`src/rtl/enclave_op_scheduler_if.sv`:
```
// Wishbone slave bundle between the wrapper and the op scheduler.
// Ports: cyc/stb/we/sel/adr/dat_i from master; ack/dat_o to master.
interface enclave_op_scheduler_if;
  logic        wbs_cyc_i;
  logic        wbs_stb_i;
  logic        wbs_we_i;
  logic [3:0]  wbs_sel_i;
  logic [31:0] wbs_adr_i;
  logic [31:0] wbs_dat_i;
  logic        wbs_ack_o;
  logic [31:0] wbs_dat_o;

  modport master (
    output wbs_cyc_i, wbs_stb_i, wbs_we_i,
    output wbs_sel_i, wbs_adr_i, wbs_dat_i,
    input  wbs_ack_o, wbs_dat_o
  );

  modport slave (
    input  wbs_cyc_i, wbs_stb_i, wbs_we_i,
    input  wbs_sel_i, wbs_adr_i, wbs_dat_i,
    output wbs_ack_o, wbs_dat_o
  );
endinterface

```
`src/rtl/enclave_op_scheduler.sv`:
```
// Command sequencer: Wishbone opcode queue driving the LWE datapath.
// Ports: wb clk/rst, Wishbone slave bundle, dp start/step/done, irq.
module enclave_op_scheduler #(
  parameter logic [31:0] OPCODE_ADDR      = 32'h3000_0000,
  parameter logic [31:0] STATUS_ADDR      = 32'h3000_0004,
  parameter logic [31:0] OUTPUT_ADDR      = 32'h3000_0008,
  parameter int          DIMENSION        = 128,
  parameter int          DIM_WIDTH        = 8,
  parameter int          CIPHERTEXT_WIDTH = 32,
  parameter int          FIFO_DEPTH       = 4
) (
  input  logic                        wb_clk_i,
  input  logic                        wb_rst_ni,
  enclave_op_scheduler_if.slave       wbs,
  output logic                        dp_start_o,
  output logic [1:0]                  dp_op_o,
  output logic                        dp_step_o,
  output logic [DIM_WIDTH-1:0]        dp_idx_o,
  input  logic                        dp_step_ready_i,
  input  logic                        dp_done_i,
  input  logic [CIPHERTEXT_WIDTH-1:0] dp_result_i,
  output logic                        irq_o
);

  localparam int PW = $clog2(FIFO_DEPTH);
  localparam int CW = PW + 1;

  localparam logic [2:0] S_IDLE  = 3'd0;
  localparam logic [2:0] S_ISSUE = 3'd1;
  localparam logic [2:0] S_STEP  = 3'd2;
  localparam logic [2:0] S_WAIT  = 3'd3;

  logic [2:0]                  r_state;
  logic [1:0]                  r_op;
  logic                        r_start;
  logic [DIM_WIDTH-1:0]        r_idx;
  logic [2:0]                  r_fifo [FIFO_DEPTH];
  logic [PW-1:0]               r_wp;
  logic [PW-1:0]               r_rp;
  logic [CW-1:0]               r_cnt;
  logic [CIPHERTEXT_WIDTH-1:0] r_res;
  logic                        r_rv;
  logic                        r_fovf;
  logic                        r_ill;
  logic                        r_rovf;
  logic                        r_irq;
  logic                        r_ack;
  logic [31:0]                 r_dat;

  logic        w_acc;
  logic        w_wr;
  logic        w_rd;
  logic        w_op_wr;
  logic        w_abort;
  logic        w_out_rd;
  logic        w_full;
  logic        w_pop;
  logic        w_push;
  logic        w_ovf;
  logic [2:0]  w_head;
  logic        w_hs;
  logic        w_last;
  logic        w_cap;
  logic [31:0] w_status;
  logic [31:0] w_res_ext;
  logic [31:0] w_rdata;
  logic        w_unused;

  assign w_acc   = wbs.wbs_cyc_i & wbs.wbs_stb_i & ~r_ack;
  assign w_wr    = w_acc & wbs.wbs_we_i;
  assign w_rd    = w_acc & ~wbs.wbs_we_i;
  assign w_op_wr = w_wr & (wbs.wbs_adr_i == OPCODE_ADDR)
                 & wbs.wbs_sel_i[0];
  assign w_abort = w_wr & (wbs.wbs_adr_i == STATUS_ADDR)
                 & wbs.wbs_dat_i[31];
  assign w_out_rd = w_rd & (wbs.wbs_adr_i == OUTPUT_ADDR);

  assign w_full = (r_cnt == CW'(FIFO_DEPTH));
  assign w_head = r_fifo[r_rp];
  assign w_pop  = (r_state == S_IDLE) & (r_cnt != '0) & ~w_abort;
  // A pop frees a slot this cycle, so a full queue still accepts.
  assign w_push = w_op_wr & (~w_full | w_pop);
  assign w_ovf  = w_op_wr & w_full & ~w_pop;

  // Step request starts the cycle after the start pulse.
  assign w_hs   = (r_state == S_STEP) & ~r_start & dp_step_ready_i;
  assign w_last = (r_idx == DIM_WIDTH'(DIMENSION - 1));
  // Opcodes 2 and 3 produce a result; LOAD_KEY (1) does not.
  assign w_cap  = (r_state == S_WAIT) & dp_done_i & r_op[1];

  assign w_status = {21'd0, r_state, r_rovf, r_ill, r_fovf,
                     3'(r_cnt), r_rv, (r_state != S_IDLE)};

  always_comb begin
    w_res_ext = '0;
    w_res_ext[CIPHERTEXT_WIDTH-1:0] = r_res;
  end

  always_comb begin
    w_rdata = '0;
    if (wbs.wbs_adr_i == STATUS_ADDR) w_rdata = w_status;
    if (wbs.wbs_adr_i == OUTPUT_ADDR) w_rdata = w_res_ext;
  end

  assign w_unused = ^{wbs.wbs_sel_i[3:1],
                      wbs.wbs_dat_i[30:3]};

  always_ff @(posedge wb_clk_i) begin
    if (w_push) r_fifo[r_wp] <= wbs.wbs_dat_i[2:0];
  end

  always_ff @(posedge wb_clk_i) begin
    if (!wb_rst_ni) begin
      r_state <= S_IDLE;
      r_op    <= '0;
      r_start <= 1'b0;
      r_idx   <= '0;
      r_wp    <= '0;
      r_rp    <= '0;
      r_cnt   <= '0;
      r_res   <= '0;
      r_rv    <= 1'b0;
      r_fovf  <= 1'b0;
      r_ill   <= 1'b0;
      r_rovf  <= 1'b0;
      r_irq   <= 1'b0;
      r_ack   <= 1'b0;
      r_dat   <= '0;
    end else begin
      r_ack   <= w_acc;
      r_dat   <= w_rd ? w_rdata : '0;
      r_start <= 1'b0;
      r_irq   <= r_rv | r_fovf | r_ill | r_rovf;
      if (w_abort) begin
        r_state <= S_IDLE;
        r_wp    <= '0;
        r_rp    <= '0;
        r_cnt   <= '0;
        r_fovf  <= 1'b0;
        r_ill   <= 1'b0;
        r_rovf  <= 1'b0;
      end else begin
        if (w_push) r_wp <= r_wp + PW'(1);
        if (w_pop)  r_rp <= r_rp + PW'(1);
        if (w_push & ~w_pop)
          r_cnt <= r_cnt + CW'(1);
        else if (w_pop & ~w_push)
          r_cnt <= r_cnt - CW'(1);
        if (w_ovf) r_fovf <= 1'b1;

        unique case (r_state)
          S_IDLE: begin
            if (w_pop) begin
              if (w_head[2]) begin
                r_ill <= 1'b1;
              end else if (w_head != 3'd0) begin
                r_op    <= w_head[1:0];
                r_state <= S_ISSUE;
              end
            end
          end
          S_ISSUE: begin
            r_start <= 1'b1;
            r_idx   <= '0;
            r_state <= S_STEP;
          end
          S_STEP: begin
            if (w_hs) begin
              if (w_last) r_state <= S_WAIT;
              else        r_idx <= r_idx + DIM_WIDTH'(1);
            end
          end
          S_WAIT: begin
            if (dp_done_i) r_state <= S_IDLE;
          end
          default: r_state <= S_IDLE;
        endcase

        // Capture beats a same-cycle read-clear and is not an overrun.
        if (w_cap) begin
          r_res <= dp_result_i;
          r_rv  <= 1'b1;
          if (r_rv & ~w_out_rd) r_rovf <= 1'b1;
        end else if (w_out_rd) begin
          r_rv <= 1'b0;
        end
      end
    end
  end

  assign wbs.wbs_ack_o = r_ack;
  assign wbs.wbs_dat_o = r_dat;
  assign dp_start_o    = r_start;
  assign dp_op_o       = r_op;
  assign dp_step_o     = (r_state == S_STEP) & ~r_start;
  assign dp_idx_o      = r_idx;
  assign irq_o         = r_irq;

endmodule

```
`src/flat_wrapper.sv`:
```
// flat-port wrapper written by rule: the top's interface ports become plain ports
module enclave_op_scheduler_flat 
#(
  parameter logic [31:0] OPCODE_ADDR      = 32'h3000_0000,
  parameter logic [31:0] STATUS_ADDR      = 32'h3000_0004,
  parameter logic [31:0] OUTPUT_ADDR      = 32'h3000_0008,
  parameter int          DIMENSION        = 128,
  parameter int          DIM_WIDTH        = 8,
  parameter int          CIPHERTEXT_WIDTH = 32,
  parameter int          FIFO_DEPTH       = 4
)
  (wb_clk_i, wb_rst_ni, dp_start_o, dp_op_o, dp_step_o, dp_idx_o, dp_step_ready_i, dp_done_i, dp_result_i, irq_o, wbs_wbs_cyc_i, wbs_wbs_stb_i, wbs_wbs_we_i, wbs_wbs_sel_i, wbs_wbs_adr_i, wbs_wbs_dat_i, wbs_wbs_ack_o, wbs_wbs_dat_o);
  enclave_op_scheduler_if wbs_i ();
  input  logic wb_clk_i;
  input  logic wb_rst_ni;
  output logic dp_start_o;
  output logic [1:0] dp_op_o;
  output logic dp_step_o;
  output logic [DIM_WIDTH-1:0] dp_idx_o;
  input  logic dp_step_ready_i;
  input  logic dp_done_i;
  input  logic [CIPHERTEXT_WIDTH-1:0] dp_result_i;
  output logic irq_o;
  input wire logic [$bits(wbs_i.wbs_cyc_i)-1:0] wbs_wbs_cyc_i;
  input wire logic [$bits(wbs_i.wbs_stb_i)-1:0] wbs_wbs_stb_i;
  input wire logic [$bits(wbs_i.wbs_we_i)-1:0] wbs_wbs_we_i;
  input wire logic [$bits(wbs_i.wbs_sel_i)-1:0] wbs_wbs_sel_i;
  input wire logic [$bits(wbs_i.wbs_adr_i)-1:0] wbs_wbs_adr_i;
  input wire logic [$bits(wbs_i.wbs_dat_i)-1:0] wbs_wbs_dat_i;
  output wire logic [$bits(wbs_i.wbs_ack_o)-1:0] wbs_wbs_ack_o;
  output wire logic [$bits(wbs_i.wbs_dat_o)-1:0] wbs_wbs_dat_o;
  assign wbs_i.wbs_cyc_i = wbs_wbs_cyc_i;
  assign wbs_i.wbs_stb_i = wbs_wbs_stb_i;
  assign wbs_i.wbs_we_i = wbs_wbs_we_i;
  assign wbs_i.wbs_sel_i = wbs_wbs_sel_i;
  assign wbs_i.wbs_adr_i = wbs_wbs_adr_i;
  assign wbs_i.wbs_dat_i = wbs_wbs_dat_i;
  assign wbs_wbs_ack_o = wbs_i.wbs_ack_o;
  assign wbs_wbs_dat_o = wbs_i.wbs_dat_o;
  enclave_op_scheduler #(.OPCODE_ADDR(OPCODE_ADDR), .STATUS_ADDR(STATUS_ADDR), .OUTPUT_ADDR(OUTPUT_ADDR), .DIMENSION(DIMENSION), .DIM_WIDTH(DIM_WIDTH), .CIPHERTEXT_WIDTH(CIPHERTEXT_WIDTH), .FIFO_DEPTH(FIFO_DEPTH)) u_core (.wb_clk_i(wb_clk_i), .wb_rst_ni(wb_rst_ni), .wbs(wbs_i), .dp_start_o(dp_start_o), .dp_op_o(dp_op_o), .dp_step_o(dp_step_o), .dp_idx_o(dp_idx_o), .dp_step_ready_i(dp_step_ready_i), .dp_done_i(dp_done_i), .dp_result_i(dp_result_i), .irq_o(irq_o));
endmodule
```
`config.mk`:
```
export PLATFORM = sky130hd
export DESIGN_NAME = enclave_op_scheduler_flat
export DESIGN_NICKNAME = d
export VERILOG_FILES = /design/src/rtl/enclave_op_scheduler_if.sv /design/src/rtl/enclave_op_scheduler.sv /design/src/flat_wrapper.sv
export SDC_FILE = /design/constraint.sdc
export NUM_CORES = 1
export LEC_CHECK = 0
export BUFFER_PORTS_ARGS = -buffer_cell sky130_fd_sc_hd__buf_4
export CORE_ASPECT_RATIO = 2
export CORE_MARGIN = 1.5
export CORE_UTILIZATION = 45
export CTS_CLUSTER_DIAMETER = 30
export DETAILED_ROUTE_END_ITERATION = 12
export HOLD_SLACK_MARGIN = 0.03
export MAX_ROUTING_LAYER = met4
export PLACE_DENSITY = 0.73
export SLEW_MARGIN = 20
export SYNTH_ARGS = -nofsm -noshare
export SYNTH_HDL_FRONTEND = slang
export SYNTH_SLANG_ARGS = --single-unit
```
`constraint.sdc`:
```
create_clock -name wb_clk_i -period 3.35 [get_ports wb_clk_i]
set_clock_uncertainty 0.05 [all_clocks]
set_input_delay 0.335 -clock wb_clk_i [delete_from_list [all_inputs] [get_ports wb_clk_i]]
set_output_delay 0.335 -clock wb_clk_i [all_outputs]
set_load 0.01 [all_outputs]
```
==> results of run 1 <==
layer usage:
metal	global-route usage [%]	wire length, µm
met1	20.7	3610
met3	3.72	393
met5	-	0
met4	8.94	165
met2	35.7	5560
metrics by stage:
stage	hold slack, ns	cell area [µm²]	power (mW)	std cells	setup WS [ns]
global placement	0.378	5210	1.42	624	0.448
finish	0.138	5520	2.43	640	0.634
detailed placement	0.386	5210	1.42	624	0.362
CTS	0.125	5520	2.46	640	0.612
global route	0.131	5520	2.52	640	0.480
floorplan	0.373	4270	1.33	423	0.685
power breakdown:
group          total, mW  internal [mW]  switching (mW)
clock network       1.04          0.535           0.505
registers           1.26           1.26         0.00221
logic              0.129         0.0739          0.0556
synth_stat cells, drive strengths merged, types with 2 or more instances:
cell	instances	share of area, %
dfxtp	92	43
nand3	47	5.5
a21oi	39	4.6
o21ai	35	4.1
and2	27	4.0
clkbuf	17	1.5
nor2	15	1.4
buf	13	2.0
inv	13	1.1
edfxtp	12	8.4
nand2	12	1.1
a22o	10	2.0
ha	10	2.9
and3	8	1.2
nor4	8	2.3
nor3	6	0.97
a32o	5	1.2
nor2b	4	0.59
o31ai	4	0.70
and4	3	0.62
mux2i	3	0.70
mux4	3	1.6
nand2b	3	0.44
nor4b	3	1.3
a21boi	2	0.35
and4b	2	0.56
nand4	2	0.59
o21a	2	0.35
o2bb2ai	2	0.41
xnor2	2	0.41
xor2	2	0.41
layout make-up:
type,count,area [µm²]
flip-flops and latches,104,2200
clock buffers,9,225
fillers,833,3800
well taps,104,130
repair buffers,127,953
clock inverters,7,86.3
inverters,13,48.8
multi-input cells,276,1870
flip-flops by register name, summed over array words and instances (netlist names), named ones only:
| name | flops |
|---|---|
| u_core.r_res | 32 |
| u_core.wbs.wbs_dat_o | 32 |
| u_core.r_fifo | 12 |
| u_core.dp_idx_o | 8 |
| u_core.r_cnt | 3 |
| u_core.dp_op_o | 2 |
| u_core.r_rp | 2 |
| u_core.r_state | 2 |
| u_core.r_wp | 2 |
| u_core.dp_start_o | 1 |
| u_core.irq_o | 1 |
| u_core.r_fovf | 1 |
| u_core.r_ill | 1 |
| u_core.r_rovf | 1 |
| u_core.r_rv | 1 |
| u_core.wbs.wbs_ack_o | 1 |
cells by family (layout without fill, tap and decap cells):
family / after synthesis / in the layout / share of synthesized area [%]
simple gates: 146 / 146 / 21.6
buf+inv: 43 / 156 / 4.60
flops: 104 / 104 / 51.5
xor+xnor: 4 / 4 / 0.820
mux: 6 / 6 / 2.28
compound gates: 109 / 109 / 15.8
fa+ha+maj: 11 / 11 / 3.40
final timing paths:
path                     start                        to  slack, ns
min           wbs_wbs_dat_i[0]       u_core.r_fifo[3][0]       0.14
min reg2reg   u_core.r_res[16]  u_core.wbs.wbs_dat_o[16]       0.40
max          u_core.r_state[0]           u_core.r_cnt[2]       0.63
max reg2reg  u_core.r_state[0]           u_core.r_cnt[2]       0.63
critical path, cell delays in order (launching register included):
cell	delay [ns]
dfxtp_1	0.35
inv_1	0.13
ha_1	0.29
o41ai_1	0.16
nor4_4	0.43
ha_1	0.27
inv_1	0.06
fa_1	0.37
xor2_1	0.17
nor2_1	0.13
xnor2_1	0.13
nor2_1	0.06
==> key figures, run 1 <==
Global route
  • Largest net degree at the start of global routing: 52
  • Initial antenna violation count: 0
  • Gr ovfl total: 0
  • Vias in the first global route: 3334
  • First-pass GRT wire length: 15400 µm
  • GRT Total Usage: 20.0%

Synth
  • Sequential element share of the synthesized area: 51.5%
  • Library cells used by synthesis: 58
  • Asr flop ratio synth: 0%
  • Post-synth EDFFs: 12
  • Top_reg_cell synth: dfxtp_1
  • Synth Instances: 423
  • Synthesized net count: 541
  • Mean Syn Cell Area: 10.1 µm²
  • Synth Register Bits: 104
  • Area of the mapped netlist: 4270 µm²
  • Number of synthesis warnings: 0

Worst setup path
  • CP Capture Type: flip-flop
  • CP startpoint kind: flip-flop
  • CP Data Required Time: 3.52 ns
  • Crit-path max FO: 7
  • Crit Path Category: reg2reg
  • Critical Path AT: 2.89 ns
  • Reg2Reg Depth: 11

Clock network
  • Num CTS Buffers: 9
  • CTS sink count: 104
  • Post-CTS setup buffer count: 0
  • Hold-fix buffers at CTS: 0
  • Worst-Skew Late Latency: 0.34 ns
  • CTS-repair resized insts: 0
  • Clock Root Buffer: clkbuf_16
  • CTS tree: done
  • Clk buf depth: 2
  • CTS clk-pin slew, worst paths: 0.08 ns
  • H-tree depth: 3

STA
  • Slew Limit Fails: 0
  • Slew at the pin closest to its max-slew limit: 0.866 ns
  • Final Cycle Share: 81.1%
  • Fmax: 368 MHz
  • RSZ-0062 raised after global routing: false
  • Final hold violation count: 0
  • Final setup viols: 0
  • Min Tclk post-route: 2.72 ns
  • TNS Setup: 0 ns
  • Slew margin rel.: 42.3%

Drt
  • Via count: 3562
  • Routed WL: 9720 µm
  • DRC viols: 0
  • Drt first pass iters: 4
  • Avg Vias per Cell: 5.57
  • Number of nets still failing antenna checks after routing: 0
  • DR iter-0 viols: 241
  • WL/cell: 15.2 µm

Status
  • Status: finished clean

Placed design
  • Number of I/O port buffers: 121
  • Post-detail-place hpwl: 7090 µm
  • Placer's final routability congestion estimate: 0.772

Floorplan
  • Die ar.: 10100 µm²
  • Die X: 71.9 µm
  • Overall die height: 141 µm
  • Initial Util: 45.8%
  • Io pins: 153
  • Core Box Area: 9320 µm²
  • Core Rows: 50

Min path
  • Hold WC Path Type: in2reg
  • Hold Crit Depth: 1

Flow run
  • Maxcap violations: 0

Layout
  • Syn-to-layout area delta: 29.2%
  • Number of diodes: 0
  • Share of layout cells above drive strength 1: 29.7%
  • Most common cell after layout, fill and taps aside: buf_4
  • Final #Nets: 649
  • Post-Route Utilization: 59.2%
  • Most frequent cells in the layout: buf_4 (127), dfxtp_1 (92), nand3_1 (47)

Power and ir drop
  • P_leak: 2.26 nW
  • Peak supply drop: 298 µV
  • Pwr dens: 440 nW/µm²
Power figures use the tool's default switching activity.
==> inputs of run 2 (changes only) <==
clock period = 2.6 ns   (was 3.35 ns; I/O delays follow)
==> run 2 against run 1 <==
Net effect:
- non-clock buffer count up 3
- setup slack worse by 0.40 ns
- sequential cell count unchanged
- largest cell class unchanged
- sequential share of layout area shrank 0.24 points
- largest power group unchanged
- combinational power grew 33%
- highest routed layer unchanged
- clock power rose by 35%
- global-route usage up 1.3 points
- utilization grew 0.36 points
- power increased by 31%
- design area is 0.61% higher
==> key figures, run 2 (synthesis gave the netlist of run 1 again) <==
Layout
  • Most common cell after layout, fill and taps aside: buf_4
  • Post-route cell area: 5550 µm²
  • Share of layout cells above drive strength 1: 30.2%
  • Syn-to-layout area delta: 30.0%
  • Number of diodes: 0
  • Fill count: 821
  • Final #Nets: 652
  • Most frequent cells in the layout: buf_4 (130), dfxtp_1 (92), nand3_1 (47)

Global route
  • Vias in the first global route: 3661
  • Gr ovfl total: 0
  • First-pass GRT wire length: 16700 µm
  • Largest net degree at the start of global routing: 52
  • GRT Total Usage: 21.3%
  • Initial antenna violation count: 0

Clock network
  • CTS clk-pin slew, worst paths: 0.07 ns
  • CTS tree: done
  • Clk buf depth: 2
  • Num CTS Buffers: 9
  • H-tree depth: 3
  • CTS sink count: 104
  • Worst-Skew Late Latency: 0.35 ns
  • Clock Root Buffer: clkbuf_16

Power and ir drop
  • P_leak: 2.27 nW
  • Switching part of the total: 22.2%
  • Switching pwr: 0.709 mW
  • Combinational share of power: 5.4%
  • Pwr dens: 575 nW/µm²
  • Internal power: 2.49 mW
  • Clock share of power: 43.7%
  • Sequential Power Share: 50.9%
  • Peak supply drop: 383 µV

Worst setup path
  • Reg-to-reg setup timing slack: 0.23 ns
  • Worst Setup EP: u_core.r_cnt[2]
  • Reg2Reg Depth: 11
  • Critical Path AT: 2.54 ns
  • CP startpoint kind: flip-flop
  • Crit Path Category: reg2reg
  • CP Capture Type: flip-flop
  • Crit-path max FO: 5
  • RR Endpoint: u_core.r_cnt[2]
  • CP Data Required Time: 2.77 ns
  • CP Launch Point: u_core.r_state[0]
  • Reg-to-Reg Start: u_core.r_state[0]

Floorplan
  • Initial Util: 45.8%
  • Core Box Area: 9320 µm²
  • Core Rows: 50
  • Overall die height: 141 µm
  • Die ar.: 10100 µm²
  • Io pins: 153
  • Die X: 71.9 µm

Placed design
  • Placer's final routability congestion estimate: 0.784
  • Number of I/O port buffers: 121
  • Post-detail-place hpwl: 7310 µm
  • Placement Cell Area: 5230 µm²

Flow run
  • Maxcap violations: 0

Drt
  • Drt first pass iters: 4
  • WL/cell: 15.9 µm
  • Avg Vias per Cell: 5.65
  • Number of nets still failing antenna checks after routing: 0
  • DRC viols: 0
  • Routed WL: 10300 µm
  • Via count: 3634
  • DR iter-0 viols: 258

Min path
  • Hold WC Path Type: in2reg

STA
  • Final setup viols: 0
  • Slew margin rel.: 55.3%
  • Final hold violation count: 0
  • RSZ-0062 raised after global routing: false
  • Min Tclk post-route: 2.37 ns
  • Fmax: 422 MHz
  • TNS Setup: 0 ns
  • Slew Limit Fails: 0
  • Slew at the pin closest to its max-slew limit: 0.665 ns
  • Final Cycle Share: 91.2%

Status
  • Status: finished clean
## run 2: stage by stage
step | hold slack [ns] | instances | setup slack, ns | utilization [%] | power, mW
2_1_floorplan | 0.309 | 423 | 0.00993 | - | 1.72
3_3_place_gp | 0.378 | 627 | 0.138 | 56.1 | 1.83
3_5_place_dp | 0.383 | 627 | 0.109 | 56.1 | 1.83
4_1_cts | 0.0582 | 643 | 0.123 | 59.5 | 3.22
5_1_grt | 0.0641 | 643 | 0.0243 | 59.6 | 3.30
6_report | 0.0678 | 643 | 0.230 | 59.6 | 3.20
## run 2: layout make-up
| type | instances | area, µm² | area share [%] |
|---|---|---|---|
| flip-flops and latches | 104 | 2200 | 39.6 |
| repair buffers | 130 | 976 | 17.6 |
| multi-input cells | 276 | 1880 | 33.9 |
| inverters | 13 | 48.8 | 0.879 |
| clock buffers | 9 | 225 | 4.05 |
| well taps | 104 | 130 | 2.34 |
| clock inverters | 7 | 90.1 | 1.62 |
## run 2: critical path: stages (launching register included)
cell and delay, ns:
dfxtp_1 0.34, inv_1 0.13, ha_1 0.29, o41ai_2 0.13, nor4_4 0.20, ha_1 0.22, inv_1 0.06, fa_1 0.37
xor2_1 0.17, nor2_1 0.11, xnor2_1 0.12, nor2_1 0.05
## run 2: routing by layer
metal	track usage [%]	share of wire (%)	vias up
met4	10.4	2.4	0
met1	22.8	39	1746
met3	3.86	4.9	21
met2	36.9	54	115
met5	-	0	-
li1	-	-	1752
## run 2: what timing repair did
item | in CTS | in global routing
setup endpoints to repair | 0 | 2
buffers inserted | 0 | 0
hold buffers | 0 | 0
gates resized for setup | 0 | 1
## run 2: worst min-delay path by stage
| stage | end | cells after the start | slack [ns] | start |
|---|---|---|---|---|
| after floorplan | u_core.r_fifo[0][0] | 0 | 0.31 | wbs_wbs_dat_i[0] |
| after global routing | u_core.r_fifo[2][0] | 1 | 0.06 | wbs_wbs_dat_i[0] |
| after CTS | u_core.r_fifo[2][2] | 1 | 0.06 | wbs_wbs_dat_i[2] |
| after global placement | u_core.wbs.wbs_dat_o[18] | 1 | 0.38 | u_core.r_res[18] |
| after detailed placement | u_core.wbs.wbs_dat_o[20] | 1 | 0.38 | u_core.r_res[20] |
| final | u_core.r_fifo[1][2] | 1 | 0.07 | wbs_wbs_dat_i[2] |
## run 2: power groups by stage
stage          clock network, mW  logic [mW]  registers (mW)
5_1_grt                     1.49       0.185            1.63
2_1_floorplan                  0      0.0526            1.66
3_5_place_dp                   0       0.171            1.66
4_1_cts                     1.42       0.171            1.63
6_report                    1.40       0.172            1.63
3_3_place_gp                   0       0.167            1.66
